## src/rtl/alu_arbiter.sv

```systemverilog
// rtl/alu_arbiter.sv - round-robin two-port arbiter in front of a shared combinational ALU
// One operation in flight: IDLE accepts, EXEC waits one cycle on the ALU, RESP holds the result.
module alu_arbiter #(
  parameter int DATA_W = 10,
  parameter int OP_W   = 2
) (
  input  logic              clk,
  input  logic              rst_n,
  input  logic              req0_valid,
  output logic              req0_ready,
  input  logic [DATA_W-1:0] req0_a,
  input  logic [DATA_W-1:0] req0_b,
  input  logic [OP_W-1:0]   req0_op,
  input  logic              req1_valid,
  output logic              req1_ready,
  input  logic [DATA_W-1:0] req1_a,
  input  logic [DATA_W-1:0] req1_b,
  input  logic [OP_W-1:0]   req1_op,
  output logic              rsp0_valid,
  input  logic              rsp0_ready,
  output logic              rsp1_valid,
  input  logic              rsp1_ready,
  output logic [DATA_W-1:0] rsp_data,
  output logic [DATA_W-1:0] alu_a,
  output logic [DATA_W-1:0] alu_b,
  output logic [OP_W-1:0]   alu_op,
  input  logic [DATA_W-1:0] alu_result,
  output logic              busy
);

  typedef enum logic [1:0] {
    ST_IDLE = 2'd0,
    ST_EXEC = 2'd1,
    ST_RESP = 2'd2
  } state_t;

  state_t              state_q, state_d;
  logic                ptr_q, ptr_d;
  logic                owner_q, owner_d;
  logic                rsp_valid_q, rsp_valid_d;
  logic [DATA_W-1:0]   rsp_data_q, rsp_data_d;
  logic [DATA_W-1:0]   alu_a_q, alu_a_d;
  logic [DATA_W-1:0]   alu_b_q, alu_b_d;
  logic [OP_W-1:0]     alu_op_q, alu_op_d;

  logic                grant0, grant1;
  logic                owner_rsp_ready;

  // Pointer only breaks ties; a lone requester is always granted.
  assign grant0 = req0_valid & (~req1_valid | ~ptr_q);
  assign grant1 = req1_valid & (~req0_valid |  ptr_q);

  assign req0_ready = (state_q == ST_IDLE) & grant0;
  assign req1_ready = (state_q == ST_IDLE) & grant1;

  assign owner_rsp_ready = owner_q ? rsp1_ready : rsp0_ready;

  always_ff @(posedge clk or negedge rst_n) begin
    if (!rst_n) begin
      state_q     <= ST_IDLE;
      ptr_q       <= 1'b0;
      owner_q     <= 1'b0;
      rsp_valid_q <= 1'b0;
      rsp_data_q  <= '0;
      alu_a_q     <= '0;
      alu_b_q     <= '0;
      alu_op_q    <= '0;
    end else begin
      state_q     <= state_d;
      ptr_q       <= ptr_d;
      owner_q     <= owner_d;
      rsp_valid_q <= rsp_valid_d;
      rsp_data_q  <= rsp_data_d;
      alu_a_q     <= alu_a_d;
      alu_b_q     <= alu_b_d;
      alu_op_q    <= alu_op_d;
    end
  end

  always_comb begin
    state_d     = state_q;
    ptr_d       = ptr_q;
    owner_d     = owner_q;
    rsp_valid_d = rsp_valid_q;
    rsp_data_d  = rsp_data_q;
    alu_a_d     = alu_a_q;
    alu_b_d     = alu_b_q;
    alu_op_d    = alu_op_q;
    unique case (state_q)
      ST_IDLE: begin
        if (req0_ready) begin
          alu_a_d  = req0_a;
          alu_b_d  = req0_b;
          alu_op_d = req0_op;
          owner_d  = 1'b0;
          ptr_d    = 1'b1;
          state_d  = ST_EXEC;
        end else if (req1_ready) begin
          alu_a_d  = req1_a;
          alu_b_d  = req1_b;
          alu_op_d = req1_op;
          owner_d  = 1'b1;
          ptr_d    = 1'b0;
          state_d  = ST_EXEC;
        end
      end
      ST_EXEC: begin
        rsp_data_d  = alu_result;
        rsp_valid_d = 1'b1;
        state_d     = ST_RESP;
      end
      ST_RESP: begin
        if (owner_rsp_ready) begin
          rsp_valid_d = 1'b0;
          state_d     = ST_IDLE;
        end
      end
      default: state_d = ST_IDLE;
    endcase
  end

  assign rsp0_valid = rsp_valid_q & ~owner_q;
  assign rsp1_valid = rsp_valid_q &  owner_q;
  assign rsp_data   = rsp_data_q;
  assign alu_a      = alu_a_q;
  assign alu_b      = alu_b_q;
  assign alu_op     = alu_op_q;
  assign busy       = (state_q != ST_IDLE);

endmodule

```

## config.mk

```make
export PLATFORM = sky130hd
export DESIGN_NAME = alu_arbiter
export DESIGN_NICKNAME = d
export VERILOG_FILES = /design/src/rtl/alu_arbiter.sv
export SDC_FILE = /design/constraint.sdc
export NUM_CORES = 1
export LEC_CHECK = 0
export BUFFER_PORTS_ARGS = -buffer_cell sky130_fd_sc_hd__buf_2
export CAP_MARGIN = 20
export CORE_UTILIZATION = 35
export DETAILED_ROUTE_END_ITERATION = 6
export PLACE_DENSITY = 0.67
export REMOVE_ABC_BUFFERS = 1
export SYNTH_ARGS = -nofsm -noshare
export SYNTH_HDL_FRONTEND = slang
export SYNTH_SLANG_ARGS = --single-unit
```

## constraint.sdc

```tcl
create_clock -name clk -period 1.34 [get_ports clk]
set_input_delay 0.134 -clock clk [delete_from_list [all_inputs] [get_ports clk]]
set_output_delay 0.134 -clock clk [all_outputs]
set_load 0.01 [all_outputs]
```

Yosys cells after proc, flatten, opt, wreduce, memory -nomap -nowiden

Cells that the tools add are included.

Output and inout bits: 37
Register bits after elaboration: 37
Word-level logic and storage cells: 48

Equal/unequal tests: 4
Muxes and demuxes: 17
Bitwise logic cells: 12
Reduce and logical (&&, ||, !) cells: 7

Operator list:

| kind                 | count |
|---|---|
| $mux W10             | 4 |
| $mux W2              | 5 |
| $and A1 B1 Y1        | 6 |
| $mux W1              | 6 |
| $pmux W2 S3          | 1 |
| $reduce_and A2 Y1    | 3 |
| $reduce_bool A2 Y1   | 3 |
| $not A1 Y1           | 4 |
| $ne A3 B3 Y1 const B | 1 |
| $eq A2 B1 Y1 const B | 1 |
| $eq A2 B2 Y1 const B | 1 |
| $logic_not A2 Y1     | 1 |
| $ne A2 B2 Y1 const B | 1 |
| $or A1 B1 Y1         | 2 |
| $pmux W1 S2          | 1 |

Depth between registers and ports, before layout

Depth in word-level cells: 7
Gate-level depth with buffers: 5

Worst setup path after synthesis

OpenSTA, ideal clock, no wires.

Kind: register -> register
Start: reg state_q[1]
End: reg alu_a_q[3], in the netlist alu_a[3]
Cell stages (with the launch flop): 5
Arrival time: 1197 ps
Path slack: 17 ps
Period minus slack after synthesis: 1323 ps
Required time: 1214 ps
Path through: dfrtp_1 nor2_4 nand3_2 buf_6 a221o_1

Cells in the longest elaborated chain, start to end: 4

RTL lines:

| item                                    | RTL line   | source |
|---|---|---|
| start, declared                         | 37         | `state_t state_q, state_d;` |
| start signal, assigned                  | 69         | `state_q <= state_d;` |
| $logic_not A2 Y1 *                      | 53, 54, 89 |  |
| $and A1 B1 Y1, on equally long branches | 53, 54     |  |
| $reduce_bool A2 Y1 (no line)            | -          |  |
| $reduce_and A2 Y1 (no line)             | -          |  |
| end signal, assigned                    | 74         | `alu_a_q <= alu_a_d;` |
| end, declared                           | 42         | `logic [DATA_W-1:0] alu_a_q, alu_a_d;` |

Every way passes the cells marked *; elsewhere a longest branch is shown, timed or not.
A chain may end at the register's enable or synchronous reset.

Worst setup path in the final report

Start: reg state_q[0]
End: out req1_ready

Cells in the longest elaborated chain, start to end: 2

RTL lines:

| item             | RTL line | source |
|---|---|---|
| $logic_not A2 Y1 | 54       | `assign req1_ready = (state_q == ST_IDLE) & grant1;` |
| $and A1 B1 Y1    | 54       |  |
| end, declared    | 15       | `output logic req1_ready,` |

Every way passes these cells.

==> results.md <==
* Result of the run: finished, violations left
* Failing checks: setup timing
* Initial antenna violation count at 0
* Final Hold Fails at 0
* Worst Min Path Start: alu_result[6]
* Asr flop ratio synth at 1.00
* GPL Wtd Cong at 0.739
* Vias at about 1.7k
* Data arrival time of the worst path at around 1.3 ns
* Critical Path Stages at 5
* Minimum clock period at approximately 1.4 ns
* Flop2flop setup slack at -0.08 ns
* Vias/cell at 5.17
* Die W at roughly 74 um
* Root Driver: clkbuf_8
* Iteration-0 DRC Markers at 46
* Largest net degree at the start of global routing at 24
* Max-slew headroom at 0.639
* # H-tree levels at 2
* Vias in the first global route at ~1.6k
* WL/cell at approximately 15 um
* Max stage delay on crit path at between 0.4 and 0.5 ns
* Req. time, crit path at ~1.2 ns
* Fin. max-slew vios at 0
* Antenna Cells at 0
* # port buffers at 96
* Int Power at around 3.8 mW
* FP Rows at 25
* FILL cells at between 400 and 500
* Area grow syn2layout at 48.6%
* Fmax at ~0.70 GHz
* Total negative slack at -1.46 ns
* Yosys top cell by area: dfrtp_1
* Clock latency on the worst-skew pair at roughly 0.28 ns
* GR Overflow Total at 0
* CTS buffer count at 5
* All-Layer GR Usage at 0.189
* R2R depth at 4
* Period utilisation layout at 1.06
* Finish-stage setup viols at 25
* Number of max-cap violations at 0
* Yosys reg bits at 37
* Hold crit path type: in2reg
* Max FO, Critical Path at 4
* Slowest cell on the critical path: dfrtp_1
* Share of cells above drive strength 1 at 0.551
* Final hold slack at approximately 0.086 ns
* Antenna violation net count after detailed routing at 0
* Top-area cell type share of the netlist area at 0.505
* Startpoint class of the critical path: flop
* Sequential area share after synthesis at 0.505
* Synth Flop Type: dfrtp_1
* First-pass GRT wire length at 7850 um
* VDD IR max at 866 uV
* Clock-pin slew on the worst setup and hold paths at approximately 0.07 ns
* Top cell family by delay on the critical path: flip-flops
* Number of I/O pins at 97
* # clock sinks at 37
* Top post-synthesis cells by count: 37 x dfrtp_1, 22 x a221o_1, 22 x and4_1, 22 x nor3b_1, 10 x mux2_2
* Crit end category: output pin
* Gate power share at 0.547
* Pleak at 1.32 nW
* Final nets at 324
* Die height at ~74 um
* Worst-path cell chain: nor2_4, buf_6, nand2_4, a21oi_2, buf_2
* Distinct cell type count after synthesis at 25
* Fin area at 0.00272 mm^2
* Critical path class: reg2out
* Worst Hold Path EP: rsp_data[6]
* Reg-to-reg endpoint: alu_b[9]
* DRC at 0
* CORE AREA at slightly below 0.005 mm^2
* Avg Inst Size Synth at between 10 and 15 um^2
* First-pass DRT Iterations at 4
* Flop pwr share at 0.334
* Pre-CTS WS at -0.0895 ns
* Cells after synthesis at around 150
* Tightest Pin Transition at roughly 0.54 ns
* Max clock buf depth at 2
* R2R Path Start: state_q[0]
* Clock network fraction of design power at 0.119
* Synth area leaders: dfrtp_1 51%, a221o_1 12%, and4_1 11%
* Hold Path Stages at 2
* Most numerous cell in the Yosys netlist: dfrtp_1
* Mapped Area at 0.00183 mm^2
* Post-route worst setup slack at -0.0861 ns
* Yosys warning count at 0
* Routed WL at between 5000 and 6000 um
* Die ar. at ~0.0055 mm^2
* Final core occ at 0.558
* EDFF count, synth at 0
* CTS tree: yes
* Pwr Density at ~2300 mW/mm^2
* Sw Pwr at approximately 2.3 mW
* CP bufs+invs at 2
* Clock skew at ~0.0018 ns
* DP HPWL at approximately 3400 um
* Placed Instance Area at around 0.0024 mm^2
* Starting Density at 0.376
* Sw Ratio at 0.382
* RSZ-0062 raised after global routing: yes
==> layout by cell type (no fill, tap or decap), drive strengths merged <==
master | synthesis | routed
mux2i | 1 | 1
dlygate4sd3 | 0 | 1
clkbuf | 5 | 5
clkinv | 0 | 3
nand2 | 2 | 2
dfrtp | 37 | 37
clkinvlp | 0 | 1
inv | 6 | 5
a221o | 22 | 22
mux2 | 10 | 10
and4 | 22 | 22
nor2 | 4 | 4
a2bb2oi | 1 | 1
o21ai | 3 | 4
buf | 9 | 117
a21o | 1 | 1
nor2b | 1 | 1
a21oi | 2 | 2
nand3 | 2 | 2
nor3b | 22 | 22
bufbuf | 0 | 1
and2 | 1 | 1
==> through the flow <==
stage	instances	power, mW
floorplan	137	3.68
global placement	312	4.91
detailed placement	312	4.97
CTS	328	6.07
global route	332	6.65
finish	332	6.15
==> repair_timing <==
action	in CTS	in global routing
gates cloned	1	1
pin swaps	4	7
endpoints found under the setup margin	25	26
hold buffers	1	0
resized for setup	14	4
setup buffers	6	3
endpoints found under the hold margin	16	0
==> sequential cells by signal, summed over array words and instances (netlist names) <==
name	count
alu_b	10
rsp_valid_q	1
rsp_data	10
alu_a	10
owner_q	1
ptr_q	1
state_q	2
alu_op	2
==> worst max path at each step <==
stage                           from    endpoint  slack [ns]
after CTS                 state_q[1]  req1_ready       -0.09
after detailed placement  state_q[0]    alu_b[4]       -0.09
after global routing      state_q[0]  req1_ready       -0.15
after floorplan           state_q[1]    alu_a[0]       -0.24
final                     state_q[0]  req1_ready       -0.09
after global placement    state_q[0]    alu_b[6]       -0.06
==> logic make-up (layout without fill, tap and decap cells) <==
group | Yosys count | count (layout) | synth area share
and+or+nand+nor | 54 | 54 | 0.229
DFF | 37 | 37 | 0.505
AOI/OAI and AO/OA | 29 | 30 | 0.145
buffers and inverters | 20 | 133 | 0.0539
muxes | 11 | 11 | 0.0669
==> power groups by stage <==
stage	Clock (mW)	Sequential [mW]	Combinational (mW)
floorplan	0	2.27	1.41
global placement	0	2.07	2.85
detailed placement	0	2.05	2.92
CTS	0.764	2.05	3.26
global route	0.814	2.13	3.71
finish	0.730	2.06	3.36
==> metal layers <==
layer  part of all wire  GRT usage
met1               0.47      0.258
met2               0.45      0.297
met3              0.085     0.0610
met4             0.0028     0.0314
met5                  0          0
==> layout make-up <==
| type | count | area, um^2 | share of cell area |
|---|---|---|---|
| Sequential cell | 37 | 926 | 0.340 |
| Multi-Input combinational cell | 95 | 848 | 0.311 |
| Timing Repair Buffer | 119 | 739 | 0.271 |
| Tap cell | 67 | 83.8 | 0.0308 |
| Clock buffer | 5 | 68.8 | 0.0253 |
| Inverter | 6 | 40.0 | 0.0147 |
| Clock inverter | 3 | 17.5 | 0.00643 |
No activity file was read; power rests on OpenSTA's default activity.
